## src/rtl/emu_clk_pkg.sv

```systemverilog
// Shared types and constants for the emulator clock-enable generator.
// Optional tick counters are enabled by defining EMU_CLK_TICK_CNT_EN.
package emu_clk_pkg;

  localparam int DIV_W_DEF = 16;
  localparam int TICK_W    = 32;

  typedef enum logic [1:0] {
    IDLE  = 2'd0,
    RUN   = 2'd1,
    DRAIN = 2'd2
  } state_e;

endpackage

```

## src/rtl/emu_clk_div_chan.sv

```systemverilog
// One divider channel: run/drain FSM, period counter, active and shadow
// period registers, registered enable/square-wave outputs.
// EMU_CLK_TICK_CNT_EN adds a free-running count of clk_en pulses.
module emu_clk_div_chan
  import emu_clk_pkg::*;
#(
  parameter int DIV_W   = DIV_W_DEF,
  parameter int DIV_RST = 1
) (
  input  logic             emu_clk,
  input  logic             emu_rst,
  input  logic [DIV_W-1:0] div_val,
  input  logic             div_ld,
  input  logic             run_req,
  input  logic             sync_all,
  output logic             running,
  output logic             clk_en,
  output logic             clk_div
`ifdef EMU_CLK_TICK_CNT_EN
  ,
  output logic [TICK_W-1:0] tick_cnt
`endif
);

  state_e           state_q, state_d;
  logic [DIV_W-1:0] cnt_q, cnt_d;
  logic [DIV_W-1:0] div_reg_q, div_reg_d;
  logic [DIV_W-1:0] div_shadow_q, div_shadow_d;
  logic             running_q, running_d;
  logic             clk_en_q, clk_en_d;
  logic             clk_div_q, clk_div_d;
  logic [DIV_W-1:0] shadow_nxt;
  logic             wrap;

  // State register: FSM, counters and registered outputs
  always_ff @(posedge emu_clk) begin
    if (emu_rst) begin
      state_q      <= IDLE;
      cnt_q        <= '0;
      div_reg_q    <= DIV_W'(DIV_RST);
      div_shadow_q <= DIV_W'(DIV_RST);
      running_q    <= 1'b0;
      clk_en_q     <= 1'b0;
      clk_div_q    <= 1'b0;
    end else begin
      state_q      <= state_d;
      cnt_q        <= cnt_d;
      div_reg_q    <= div_reg_d;
      div_shadow_q <= div_shadow_d;
      running_q    <= running_d;
      clk_en_q     <= clk_en_d;
      clk_div_q    <= clk_div_d;
    end
  end

  // Next state: counting, period reload at wrap or sync, drain exit at wrap
  always_comb begin
    // A load in the same cycle as a wrap or sync is taken by that reload,
    // so the new period starts immediately after the boundary.
    shadow_nxt   = div_ld ? div_val : div_shadow_q;
    wrap         = (cnt_q == div_reg_q);
    state_d      = state_q;
    cnt_d        = cnt_q;
    div_reg_d    = div_reg_q;
    div_shadow_d = shadow_nxt;
    case (state_q)
      IDLE: begin
        cnt_d = '0;
        if (div_ld) div_reg_d = div_val;
        if (run_req) state_d = RUN;
      end
      RUN, DRAIN: begin
        if (sync_all || wrap) begin
          cnt_d     = '0;
          div_reg_d = shadow_nxt;
        end else begin
          cnt_d = cnt_q + DIV_W'(1);
        end
        // sync_all outranks the drain exit: the drain then runs a fresh period
        if (run_req)                 state_d = RUN;
        else if (state_q == RUN)     state_d = DRAIN;
        else if (wrap && !sync_all)  state_d = IDLE;
      end
      default: begin
        state_d = IDLE;
        cnt_d   = '0;
      end
    endcase
  end

  // Outputs: decoded from next-state values so they register cleanly
  always_comb begin
    running_d = (state_d != IDLE);
    clk_en_d  = running_d && (cnt_d == '0);
    clk_div_d = running_d && (cnt_d <= (div_reg_d >> 1));
  end

  assign running = running_q;
  assign clk_en  = clk_en_q;
  assign clk_div = clk_div_q;

`ifdef EMU_CLK_TICK_CNT_EN
  logic [TICK_W-1:0] tick_q, tick_d;

  // Tick counter: counts enable pulses, survives return to IDLE
  always_comb begin
    tick_d = tick_q + TICK_W'(clk_en_q);
  end

  // Tick counter register, cleared only by reset
  always_ff @(posedge emu_clk) begin
    if (emu_rst) tick_q <= '0;
    else         tick_q <= tick_d;
  end

  assign tick_cnt = tick_q;
`endif

endmodule

```

## src/rtl/emu_clk_div_gen.sv

```systemverilog
// Multi-channel clock-enable generator for the emulator clock domain.
// Instantiates N_CH divider channels sharing div_val and sync_all.
// Defining EMU_CLK_TICK_CNT_EN adds the packed tick_cnt output.
module emu_clk_div_gen
  import emu_clk_pkg::*;
#(
  parameter int N_CH    = 4,
  parameter int DIV_W   = DIV_W_DEF,
  parameter int DIV_RST = 1
) (
  input  logic             emu_clk,
  input  logic             emu_rst,
  input  logic [DIV_W-1:0] div_val,
  input  logic [N_CH-1:0]  div_ld,
  input  logic [N_CH-1:0]  run_req,
  input  logic             sync_all,
  output logic [N_CH-1:0]  running,
  output logic [N_CH-1:0]  clk_en,
  output logic [N_CH-1:0]  clk_div
`ifdef EMU_CLK_TICK_CNT_EN
  ,
  output logic [N_CH*TICK_W-1:0] tick_cnt
`endif
);

  for (genvar i = 0; i < N_CH; i++) begin : g_ch
`ifdef EMU_CLK_TICK_CNT_EN
    emu_clk_div_chan #(.DIV_W(DIV_W), .DIV_RST(DIV_RST)) u_chan (
      .emu_clk  (emu_clk),
      .emu_rst  (emu_rst),
      .div_val  (div_val),
      .div_ld   (div_ld[i]),
      .run_req  (run_req[i]),
      .sync_all (sync_all),
      .running  (running[i]),
      .clk_en   (clk_en[i]),
      .clk_div  (clk_div[i]),
      .tick_cnt (tick_cnt[i*TICK_W +: TICK_W])
    );
`else
    emu_clk_div_chan #(.DIV_W(DIV_W), .DIV_RST(DIV_RST)) u_chan (
      .emu_clk  (emu_clk),
      .emu_rst  (emu_rst),
      .div_val  (div_val),
      .div_ld   (div_ld[i]),
      .run_req  (run_req[i]),
      .sync_all (sync_all),
      .running  (running[i]),
      .clk_en   (clk_en[i]),
      .clk_div  (clk_div[i])
    );
`endif
  end

endmodule

```

## config.mk

```make
export PLATFORM = sky130hd
export DESIGN_NAME = emu_clk_div_gen
export DESIGN_NICKNAME = d
export VERILOG_FILES = /design/src/rtl/emu_clk_pkg.sv /design/src/rtl/emu_clk_div_chan.sv /design/src/rtl/emu_clk_div_gen.sv
export SDC_FILE = /design/constraint.sdc
export NUM_CORES = 1
export LEC_CHECK = 0
export BUFFER_PORTS_ARGS = -buffer_cell sky130_fd_sc_hd__buf_2
export CELL_PAD_IN_SITES_DETAIL_PLACEMENT = 1
export CELL_PAD_IN_SITES_GLOBAL_PLACEMENT = 1
export CORE_UTILIZATION = 45
export DETAILED_ROUTE_END_ITERATION = 8
export GPL_TIMING_DRIVEN = 0
export PLACE_DENSITY_LB_ADDON = 0.1
export SLEW_MARGIN = 5
export SYNTH_ARGS = -nofsm -noshare
export SYNTH_HDL_FRONTEND = slang
export SYNTH_SLANG_ARGS = --single-unit
```

## constraint.sdc

```tcl
create_clock -name emu_clk -period 10.2 [get_ports emu_clk]
set_input_delay 0.51 -clock emu_clk [delete_from_list [all_inputs] [get_ports emu_clk]]
set_output_delay 0.51 -clock emu_clk [all_outputs]
set_load 0.02 [all_outputs]
```

==> results of run 1 <==
==> layout by cell type, fill, tap and decap left out, drive strengths merged, types with 9 or more instances in the layout <==
cell	netlist	final
nand2	60	60
o31a	15	15
buf	44	65
a221oi	15	15
and4	9	9
nor4	20	20
a21oi	67	67
nand3	36	36
or2	9	9
a222oi	9	9
ha	76	76
o32ai	27	27
nand2b	25	25
xor2	57	57
a2bb2oi	26	26
nor3	24	24
a22oi	17	17
o21ai	23	23
nor2b	31	31
a21boi	14	14
nor2	242	242
o22a	13	13
mux2i	35	35
a2111oi	14	14
xnor2	64	64
and3	25	25
a21o	22	22
dfxtp	212	212
inv	66	66
clkbuf	74	110
o21a	22	22
a211oi	19	19
and2	18	18
mux2	16	16
nand4	40	40
==> power by group through the flow <==
stage / clock network (W) / logic [W] / registers [W]
global route: 0.00101 / 0.000518 / 0.000921
detailed placement: 0 / 0.000467 / 0.000934
global placement: 0 / 0.000454 / 0.000931
finish: 0.000967 / 0.000470 / 0.000916
floorplan: 0 / 0.000344 / 0.000920
CTS: 0.000981 / 0.000470 / 0.000916
==> registers in the layout, summed over array words and instances (netlist names) <==
name / cells
g_ch.u_chan.clk_div: 4
g_ch.u_chan.clk_en: 4
g_ch.u_chan.cnt_q: 64
g_ch.u_chan.div_reg_q: 64
g_ch.u_chan.div_shadow_q: 64
g_ch.u_chan.running: 4
g_ch.u_chan.state_q: 8
==> area by class of cell <==
class                   count  area share (%)
plain buffers             118            3.75
clock buffers              36            5.26
clock inverters             7           0.770
inverters                  67            1.72
multi-input cells        1169            55.5
flip-flops and latches    212            29.0
well taps                 384            3.28
repair buffers             21           0.718
==> cell families after synthesis <==
| family | Yosys count | share of synthesized area (%) |
|---|---|---|
| fa+ha+maj | 76 | 7.22 |
| flops | 212 | 32.2 |
| compound gates | 364 | 21.7 |
| buf+inv | 185 | 6.08 |
| mux | 51 | 4.03 |
| simple gates | 557 | 20.6 |
| xor+xnor | 121 | 8.11 |
==> worst reg2reg max path: cells and delay by family (launching register included) <==
kind                     cells  cell delay [ns]
AND/OR/NAND/NOR              4             0.64
buffers and inverters        4             0.96
flip-flops                   1             0.42
AO/OA/AOI/OAI                8             1.51
adder cells (fa/ha/maj)      2             0.58
==> layer usage <==
layer  GRT usage (%)  wire length [µm]  vias to the layer above
met5               0                 0                        -
li1                -                 -                     5717
met3            2.77              1370                       69
met4            9.51              1270                        0
met2            46.3             19500                      228
met1            36.4             19100                     5876
==> Yosys cell counts (all sizes together), types with 26 or more instances <==
library cell  instances  area (µm²)
buf                  44         272
nand3                36         180
ha                   76         951
xnor2                64         568
mux2i                35         350
nor2                242         908
nor2b                31         194
inv                  66         248
dfxtp               212        4240
o32ai                27         236
xor2                 57         499
clkbuf               74         278
nand4                40         256
nand2                60         225
a2bb2oi              26         234
a21oi                67         335
==> worst max-delay path by stage <==
stage	from	depth (start not counted)	to
after floorplan	g_ch[0].u_chan.state_q[0]$_SDFF_PP0_	18	g_ch[0].u_chan.clk_div$_SDFF_PP0_
after global placement	sync_all	14	g_ch[1].u_chan.clk_div$_SDFF_PP0_
after detailed placement	sync_all	13	g_ch[1].u_chan.clk_div$_SDFF_PP0_
after CTS	g_ch[0].u_chan.state_q[0]$_SDFF_PP0_	18	g_ch[0].u_chan.clk_div$_SDFF_PP0_
after global routing	g_ch[0].u_chan.state_q[1]$_SDFF_PP0_	18	g_ch[0].u_chan.clk_div$_SDFF_PP0_
final	g_ch[0].u_chan.state_q[0]$_SDFF_PP0_	18	g_ch[0].u_chan.clk_div$_SDFF_PP0_
==> metrics by stage <==
| stage | instances | setup WS (ns) | hold slack (ns) | instance area, µm² | util [%] |
|---|---|---|---|---|---|
| 6_report | 2014 | 5.98 | 0.221 | 14600 | 51.0 |
| 5_1_grt | 2014 | 5.54 | 0.232 | 14600 | 51.0 |
| 4_1_cts | 2014 | 5.95 | 0.215 | 14600 | 51.0 |
| 3_5_place_dp | 1971 | 5.82 | 0.472 | 13700 | 47.9 |
| 3_3_place_gp | 1971 | 5.83 | 0.458 | 13700 | 47.9 |
| 2_1_floorplan | 1566 | 6.83 | 0.441 | 13200 | - |
==> results.yml, run 1 <==
worst_setup_path:
  ff2ff_setup_slack_ns: 5.98
  worstSetupStartpointType: "flop"
  crit_chain: "inv_1 -> ha_1 -> clkbuf_1 -> and2_0 -> clkbuf_1 -> o21a_1 -> clkbuf_1 -> a221oi_1 -> o31a_1 -> a21boi_2 -> nor2_1 -> ha_1 -> a21o_1 -> a21oi_1 -> nor2b_1 -> nor4b_1 -> o21ai_0 -> a211oi_1"
  timing_worst_setup_path_type: "reg -> reg"
  crit_family: "compound AO/OA/AOI/OAI gates"
  crit_arrival_ns: 4.65
  rr_worst_depth: 18
  cp_common_cell: "clkbuf_1"
  end_kind: "flop"
  path_buf_inv: 4
  cp_max_fo: 10
  timing.rr.end: "g_ch[0].u_chan.clk_div$_SDFF_PP0_"
  cp_slowest_cell: "dfxtp_1"
  cp.required_ns: 10.62
  max_stage_delay_ns: 0.42
  worstReg2RegStart: "g_ch[0].u_chan.state_q[0]$_SDFF_PP0_"
final_layout:
  multi_input_area_um2: 8120
  syn_to_final_growth_pct: 11.2
  diodes: 0
  regArea_um2: 4240
  filler_cell_count: 3470
  drive_gt1_share_pct: 9.02
  final_nets: 1718
clock_tree:
  cts_max_level: 1
  cts_tree: "done"
  clock-sinks: 212
  cts_made_buffers: 26
  cts_hold_buf: 0
  insertion_delay_ns: 0.55
  cts_resized: 0
  post_cts_buffers: 0
  max-clock-path-buffers: 3
  cts_root_buf: "clkbuf_16"
  clk_pin_slew_worst_paths_ns: 0.06
floorplan:
  coreArea_um2: 28700
  row_count: 62
  die_h_um: 173
  start_util_pct: 45.9
  io_pins: 39
  die_x_um: 173
  dieArea_um2: 29900
yosys:
  synthCells: 1566
  ys_ff_latch: 212
  yosys_most_used_dff: "dfxtp_1"
  syn_area_per_cell_um2: 8.41
  synth_enable_flop_cells: 0
  yosysUniqueCellTypes: 85
  async_flop_share_pct: 0
  yosysSeqAreaShare_pct: 32.2
  syn_area_um2: 13200
  syn_nets: 1669
  synth_warnings: 0
drt:
  drtIter0Drc: 736
  drt_wl_total_mm: 41.2
  vias: 11890
  post_drt_wl_per_cell_um: 20.5
  dr.pass1.iters: 5
  vias_per_cell: 5.90
  drcViolationCount: 0
  drtAntennaViolNets: 0
power:
  swShare_pct: 29.6
  fin_total_pwr_w: 0.00235
  p_leak_nw: 5.81
  switchingPower_w: 0.000697
  pwr-share-clk_pct: 41.1
  power_frac_seq_pct: 38.9
  power_density_nw_per_um2: 161
  internal_power_w: 0.00166
  combinationalPowerShare_pct: 20.0
  ir_drop_uv: 131
grt:
  grt_pass1_vias: 12192
  grtUsageTotal_pct: 27.4
  gr-total-overflow: 0
  antenna_found_initial: 0
  grt_pass1_wl_mm: 66.2
  grt_max_degree: 13
place:
  portBuffers: 21
  place_congestion: 0.883
  post-dp-hpwl_mm: 31.8
sta:
  worst_pin_slew_ns: 0.891
  slew_violations: 0
  max_freq_ghz: 0.237
  period_share_pct: 41.4
  clock_skew_ns: 0.0165
  setup_viol_count_final: 0
  finalSetupTns_ns: 0
  rsz0062_at_grt: "false"
  finalCriticalPeriod_ns: 4.22
  hold_violations: 0
  relSlewSlack_pct: 39.1
worst_hold_path:
  hp-start: "run_req[2]"
  hold_class: "in -> reg"
  holdPathEnd: "g_ch[2].u_chan.state_q[1]$_SDFF_PP0_"
  hold_path_depth: 2
run_status:
  status: "finished, final reports clean"
job:
  drv_cap: 0
No activity file was read; power rests on OpenSTA's default activity.
==> inputs of run 2 (changes only) <==
CORE_UTILIZATION = 44   (was 45)
clock period = 3.7 ns   (was 10.2 ns; I/O delays follow)
==> run 2 against run 1 <==
Non-clock buffer count grew 15. Count of clock-buffer cells in the layout rose by 5. Clock power grew to 2.7 times the previous value. Sequential cell count did not move. Utilization up 0.96 points. Wire length increased by 3.6%. Power rose to 2.8 times the previous value. Sequential power increased to 2.8 times the previous value. Largest power group unchanged.
==> results.yml, run 2 (synthesis gave the netlist of run 1 again) <==
final_layout:
  diodes: 0
  final_common_cell: "nor2_1"
  syn_to_final_growth_pct: 14.8
  drive_gt1_share_pct: 13.9
  largestRegisters: "g_ch.u_chan.cnt_q x64, g_ch.u_chan.div_reg_q x64, g_ch.u_chan.div_shadow_q x64"
  layout_common_cells: "nor2_1 (240), dfxtp_1 (192), ha_1 (74)"
  final_nets: 1733
worst_setup_path:
  crit_family: "simple AND/OR/NAND/NOR gates"
  crit_chain: "buf_6 -> xnor2_4 -> nand4_4 -> or4_4 -> buf_6 -> o31a_1 -> a21boi_2 -> nor2_2 -> ha_1 -> a21o_1 -> a21oi_2 -> nor2b_1 -> nor4b_2 -> o21ai_1 -> a211oi_2"
  worstSetupStartpointType: "flop"
  end_kind: "flop"
  worstSetupEndpoint: "g_ch[0].u_chan.clk_div$_SDFF_PP0_"
  crit_arrival_ns: 4.05
  max_stage_delay_ns: 0.60
  timing.rr.end: "g_ch[0].u_chan.clk_div$_SDFF_PP0_"
  cp_max_fo: 10
  cp.required_ns: 4.16
  worstReg2RegStart: "g_ch[0].u_chan.cnt_q[2]$_SDFF_PP0_"
  rr_worst_depth: 15
  startpoint: "g_ch[0].u_chan.cnt_q[2]$_SDFF_PP0_"
  path_buf_inv: 2
  cp.depth: 15
  cp_slowest_cell: "or4_4"
  cp_common_cell: "buf_6"
  ff2ff_setup_slack_ns: 0.11
  timing_worst_setup_path_type: "reg -> reg"
sta:
  relSlewSlack_pct: 37.6
  worst_pin_slew_ns: 0.936
  clock_skew_ns: 0.0140
  setup_viol_count_final: 0
  hold_violations: 0
  fin_ws_ns: 0.110
  finalCriticalPeriod_ns: 3.59
  slew_violations: 0
  max_freq_ghz: 0.279
  finalSetupTns_ns: 0
  period_share_pct: 97.0
clock_tree:
  max-clock-path-buffers: 3
  insertion_delay_ns: 0.54
  cts_root_buf: "clkbuf_16"
  cts_made_buffers: 26
  cts_tree: "done"
  clock-sinks: 212
  clk_pin_slew_worst_paths_ns: 0.06
  cts_max_level: 1
place:
  place_congestion: 0.881
  dpl_worst_slack_ns: -0.597
  post-dp-hpwl_mm: 31.7
  portBuffers: 21
power:
  power_frac_seq_pct: 38.7
  internal_power_w: 0.00455
  combinationalPowerShare_pct: 21.9
  switchingPower_w: 0.00199
  ir_drop_uv: 340
  fin_total_pwr_w: 0.00654
  swShare_pct: 30.5
  pwr-share-clk_pct: 39.4
  power_density_nw_per_um2: 433
  p_leak_nw: 5.99
grt:
  grt_max_degree: 13
  gr-total-overflow: 0
  grt_pass1_wl_mm: 67.9
  grtUsageTotal_pct: 27.8
  antenna_found_initial: 0
  grt_pass1_vias: 12258
drt:
  drtAntennaViolNets: 0
  dr.pass1.iters: 6
  vias: 11943
  drtIter0Drc: 723
  vias_per_cell: 5.87
  drt_wl_total_mm: 42.7
  drcViolationCount: 0
  post_drt_wl_per_cell_um: 21.0
job:
  drv_cap: 0
floorplan:
  io_pins: 39
  row_count: 62
  dieArea_um2: 30600
  coreArea_um2: 29100
  start_util_pct: 45.2
  die_x_um: 175
  die_h_um: 175
run_status:
  status: "finished, final reports clean"
worst_hold_path:
  hold_class: "in -> reg"
## run 2: cell count changes in the layout (fill, tap and decap cells not counted), moves of 5 or more
cell,delta
dfxtp_1,-20
clkbuf_1,-10
buf_4,+22
dfxtp_2,+17
buf_2,-6
xnor2_1,-6
nor4_2,+5
nor4_1,-5
## run 2: stage by stage
step / util [%] / instances / hold slack, ns / area, µm²
2_1_floorplan: - / 1566 / 0.275 / 13200
3_3_place_gp: 47.3 / 1971 / 0.425 / 13700
3_5_place_dp: 47.3 / 1971 / 0.415 / 13700
4_1_cts: 51.1 / 2029 / 0.0766 / 14900
5_1_grt: 51.9 / 2033 / 0.110 / 15100
6_report: 51.9 / 2033 / 0.106 / 15100
## run 2: timing repair
action	CTS	global route
hold buffers	4	0
setup endpoints to repair	4	4
hold endpoints to repair	6	0
pin swaps	10	17
resized for setup	39	63
gates cloned	0	0
buffers inserted	12	8
## run 2: final cells by class
cell class / count / area [µm²]
Buffer: 109 / 559
Inverter: 67 / 251
Fill cell: 3470 / 14000
Sequential cell: 212 / 4280
Clock inverter: 6 / 57.6
Multi-Input combinational cell: 1169 / 8390
Clock buffer: 41 / 798
Tap cell: 384 / 480
Timing Repair Buffer: 45 / 295
## run 2: per-layer routing
layer / up-vias / part of all wire, % / wire length (µm) / GRT usage (%)
li1: 5763 / - / - / -
met1: 5932 / 46 / 19800 / 36.8
met2: 194 / 49 / 20800 / 48.3
met3: 54 / 3.2 / 1360 / 2.94
met4: 0 / 1.9 / 820 / 6.05
met5: - / 0 / 0 / 0
## run 2: worst min-delay path by stage
stage          depth (start not counted)         from  slack (ns)                                         end
2_1_floorplan                          1   run_req[2]        0.27        g_ch[2].u_chan.state_q[1]$_SDFF_PP0_
3_3_place_gp                           2   run_req[2]        0.43        g_ch[2].u_chan.state_q[1]$_SDFF_PP0_
3_5_place_dp                           2   run_req[2]        0.42        g_ch[2].u_chan.state_q[1]$_SDFF_PP0_
4_1_cts                                3  div_val[15]        0.08  g_ch[0].u_chan.div_shadow_q[15]$_SDFF_PP0_
5_1_grt                                3    div_ld[3]        0.11  g_ch[3].u_chan.div_shadow_q[15]$_SDFF_PP0_
6_report                               3    div_ld[3]        0.11  g_ch[3].u_chan.div_shadow_q[15]$_SDFF_PP0_
## run 2: tightest hold or removal path, cell delays in order
cell and delay (ns):
buf_2 0.15, mux2_2 0.17, and2_1 0.11
## run 2: power groups by stage
| stage | Combinational, W | Clock [W] | Sequential, W |
|---|---|---|---|
| floorplan | 0.000947 | 0 | 0.00254 |
| global placement | 0.00125 | 0 | 0.00257 |
| detailed placement | 0.00129 | 0 | 0.00257 |
| CTS | 0.00136 | 0.00262 | 0.00253 |
| global route | 0.00156 | 0.00270 | 0.00255 |
| finish | 0.00143 | 0.00258 | 0.00253 |
==> inputs of run 3 (changes only) <==
CORE_UTILIZATION = 45   (was 44)
clock period = 4.6 ns   (was 3.7 ns; I/O delays follow)
==> run 3 against run 2 <==
Critical path depth fell by 1. Maximum frequency is 12% lower. Sequential power fell by 20%. Clock power decreased by 17%. Via count down 0.64%. Critical path type unchanged. Critical endpoint is now g_ch[1].u_chan.clk_div$_SDFF_PP0_.
==> results.yml, run 3 (synthesis gave the netlist of run 1 again) <==
place:
  dp.cells: 1971
  post-dp-hpwl_mm: 31.8
  portBuffers: 21
  place_congestion: 0.883
sta:
  period_share_pct: 89.2
  finalCriticalPeriod_ns: 4.10
  hold_violations: 0
  clock_skew_ns: 0.0127
  max_freq_ghz: 0.244
  rsz0062_at_grt: "false"
  relSlewSlack_pct: 39.7
  fin_hold_ws_ns: 0.00826
  setup_viol_count_final: 0
  worst_pin_slew_ns: 0.904
  slew_violations: 0
  finalSetupTns_ns: 0
clock_tree:
  cts_made_buffers: 26
  cts_root_buf: "clkbuf_16"
  cts_max_level: 1
  insertion_delay_ns: 0.55
  clk_pin_slew_worst_paths_ns: 0.06
  max-clock-path-buffers: 3
  cts_tree: "done"
  clock-sinks: 212
power:
  pwr-share-clk_pct: 41.1
  combinationalPowerShare_pct: 20.0
  internal_power_w: 0.00367
  swShare_pct: 29.6
  p_leak_nw: 5.82
  power_frac_seq_pct: 38.9
  power_density_nw_per_um2: 357
  ir_drop_uv: 290
  switchingPower_w: 0.00155
floorplan:
  row_count: 62
  dieArea_um2: 29900
  coreArea_um2: 28700
  die_h_um: 173
  io_pins: 39
  start_util_pct: 45.9
  die_x_um: 173
worst_setup_path:
  path_buf_inv: 1
  crit_arrival_ns: 4.52
  crit_family: "compound AO/OA/AOI/OAI gates"
  cp.required_ns: 5.02
  max_stage_delay_ns: 0.55
  worstSetupStartpointType: "flop"
  cp_slowest_cell: "nor4_1"
  crit_chain: "xor2_1 -> nor4_1 -> nand4_1 -> o22ai_4 -> buf_4 -> a211oi_1 -> o22a_1 -> ha_1 -> a21o_1 -> a21o_1 -> a21oi_1 -> o211a_1 -> a211oi_1 -> nor3_1"
  ff2ff_setup_slack_ns: 0.50
  end_kind: "flop"
  cp_max_fo: 10
  timing_worst_setup_path_type: "reg -> reg"
grt:
  antenna_found_initial: 0
  grtUsageTotal_pct: 27.4
  grt_pass1_wl_mm: 66.2
  gr-total-overflow: 0
  grt_max_degree: 13
  grt_pass1_vias: 12199
drt:
  drcViolationCount: 0
  vias: 11867
  dr.pass1.iters: 5
  drtAntennaViolNets: 0
  post_drt_wl_per_cell_um: 20.5
  vias_per_cell: 5.89
  drt_wl_total_mm: 41.2
  drtIter0Drc: 678
job:
  drv_cap: 0
final_layout:
  stdcell_count: 2014
  final_common_cell: "nor2_1"
  filler_cell_count: 3469
  drive_gt1_share_pct: 9.02
  largestRegisters: "g_ch.u_chan.cnt_q x64, g_ch.u_chan.div_reg_q x64, g_ch.u_chan.div_shadow_q x64"
  diodes: 0
  final_nets: 1718
  syn_to_final_growth_pct: 11.2
  layout_common_cells: "nor2_1 (242), dfxtp_1 (212), clkbuf_1 (76), ha_1 (76), a21oi_1 (67)"
run_status:
  status: "finished, final reports clean"
worst_hold_path:
  hold_class: "in -> reg"
-- run 3: worst paths after layout --
kind | to | start | depth (start not counted)
min | g_ch[0].u_chan.state_q[1]$_SDFF_PP0_ | run_req[0] | 3
max reg2reg | g_ch[1].u_chan.clk_div$_SDFF_PP0_ | g_ch[1].u_chan.cnt_q[13]$_SDFF_PP0_ | 14
min reg2reg | g_ch[3].u_chan.div_shadow_q[12]$_SDFF_PP0_ | g_ch[3].u_chan.div_shadow_q[12]$_SDFF_PP0_ | 2
max | g_ch[1].u_chan.clk_div$_SDFF_PP0_ | g_ch[1].u_chan.cnt_q[13]$_SDFF_PP0_ | 14
-- run 3: worst min-delay path, delay by kind of cell --
family,cells,cell delay [ns]
buffers and inverters,1,0.10
and+or+nand+nor,1,0.11
AOI/OAI and AO/OA,1,0.05
-- run 3: what timing repair did --
action,CTS,global route
hold buffers,1,0
gates resized for setup,0,0
buffers inserted,0,0
setup endpoints to repair,0,1
endpoints found under the hold margin,2,0
-- run 3: power by group through the flow --
stage / Sequential (W) / Combinational [W] / Clock, W
3_3_place_gp: 0.00207 / 0.00101 / 0
5_1_grt: 0.00204 / 0.00115 / 0.00224
2_1_floorplan: 0.00204 / 0.000762 / 0
3_5_place_dp: 0.00207 / 0.00104 / 0
6_report: 0.00203 / 0.00104 / 0.00215
4_1_cts: 0.00203 / 0.00104 / 0.00218
-- run 3: routing by layer --
layer  vias to the layer above  wire, µm  GRT usage (%)
met5                         -         0              0
met4                         0      1310           9.51
met3                        73      1470           2.77
met2                       203     19400           46.3
met1                      5869     19000           36.4
li1                       5722         -              -
-- run 3: through the flow --
step	utilization, %	worst slack [ns]	area, µm²	total power, W
after floorplan	-	1.23	13200	0.00280
after global placement	47.9	0.500	13700	0.00307
after detailed placement	47.9	0.359	13700	0.00311
after CTS	51.0	0.351	14600	0.00525
after global routing	51.0	0.107	14600	0.00543
final	51.0	0.497	14600	0.00522
-- run 3: cell type report --
| type | count | area [µm²] | share of cell area, % |
|---|---|---|---|
| Timing Repair Buffer | 22 | 115 | 0.786 |
| Tap cell | 384 | 480 | 3.28 |
| Clock buffer | 36 | 769 | 5.26 |
| Clock inverter | 7 | 113 | 0.769 |
| Sequential cell | 212 | 4240 | 29.0 |
| Inverter | 67 | 251 | 1.72 |
| Buffer | 117 | 546 | 3.73 |
| Multi-Input combinational cell | 1169 | 8120 | 55.5 |
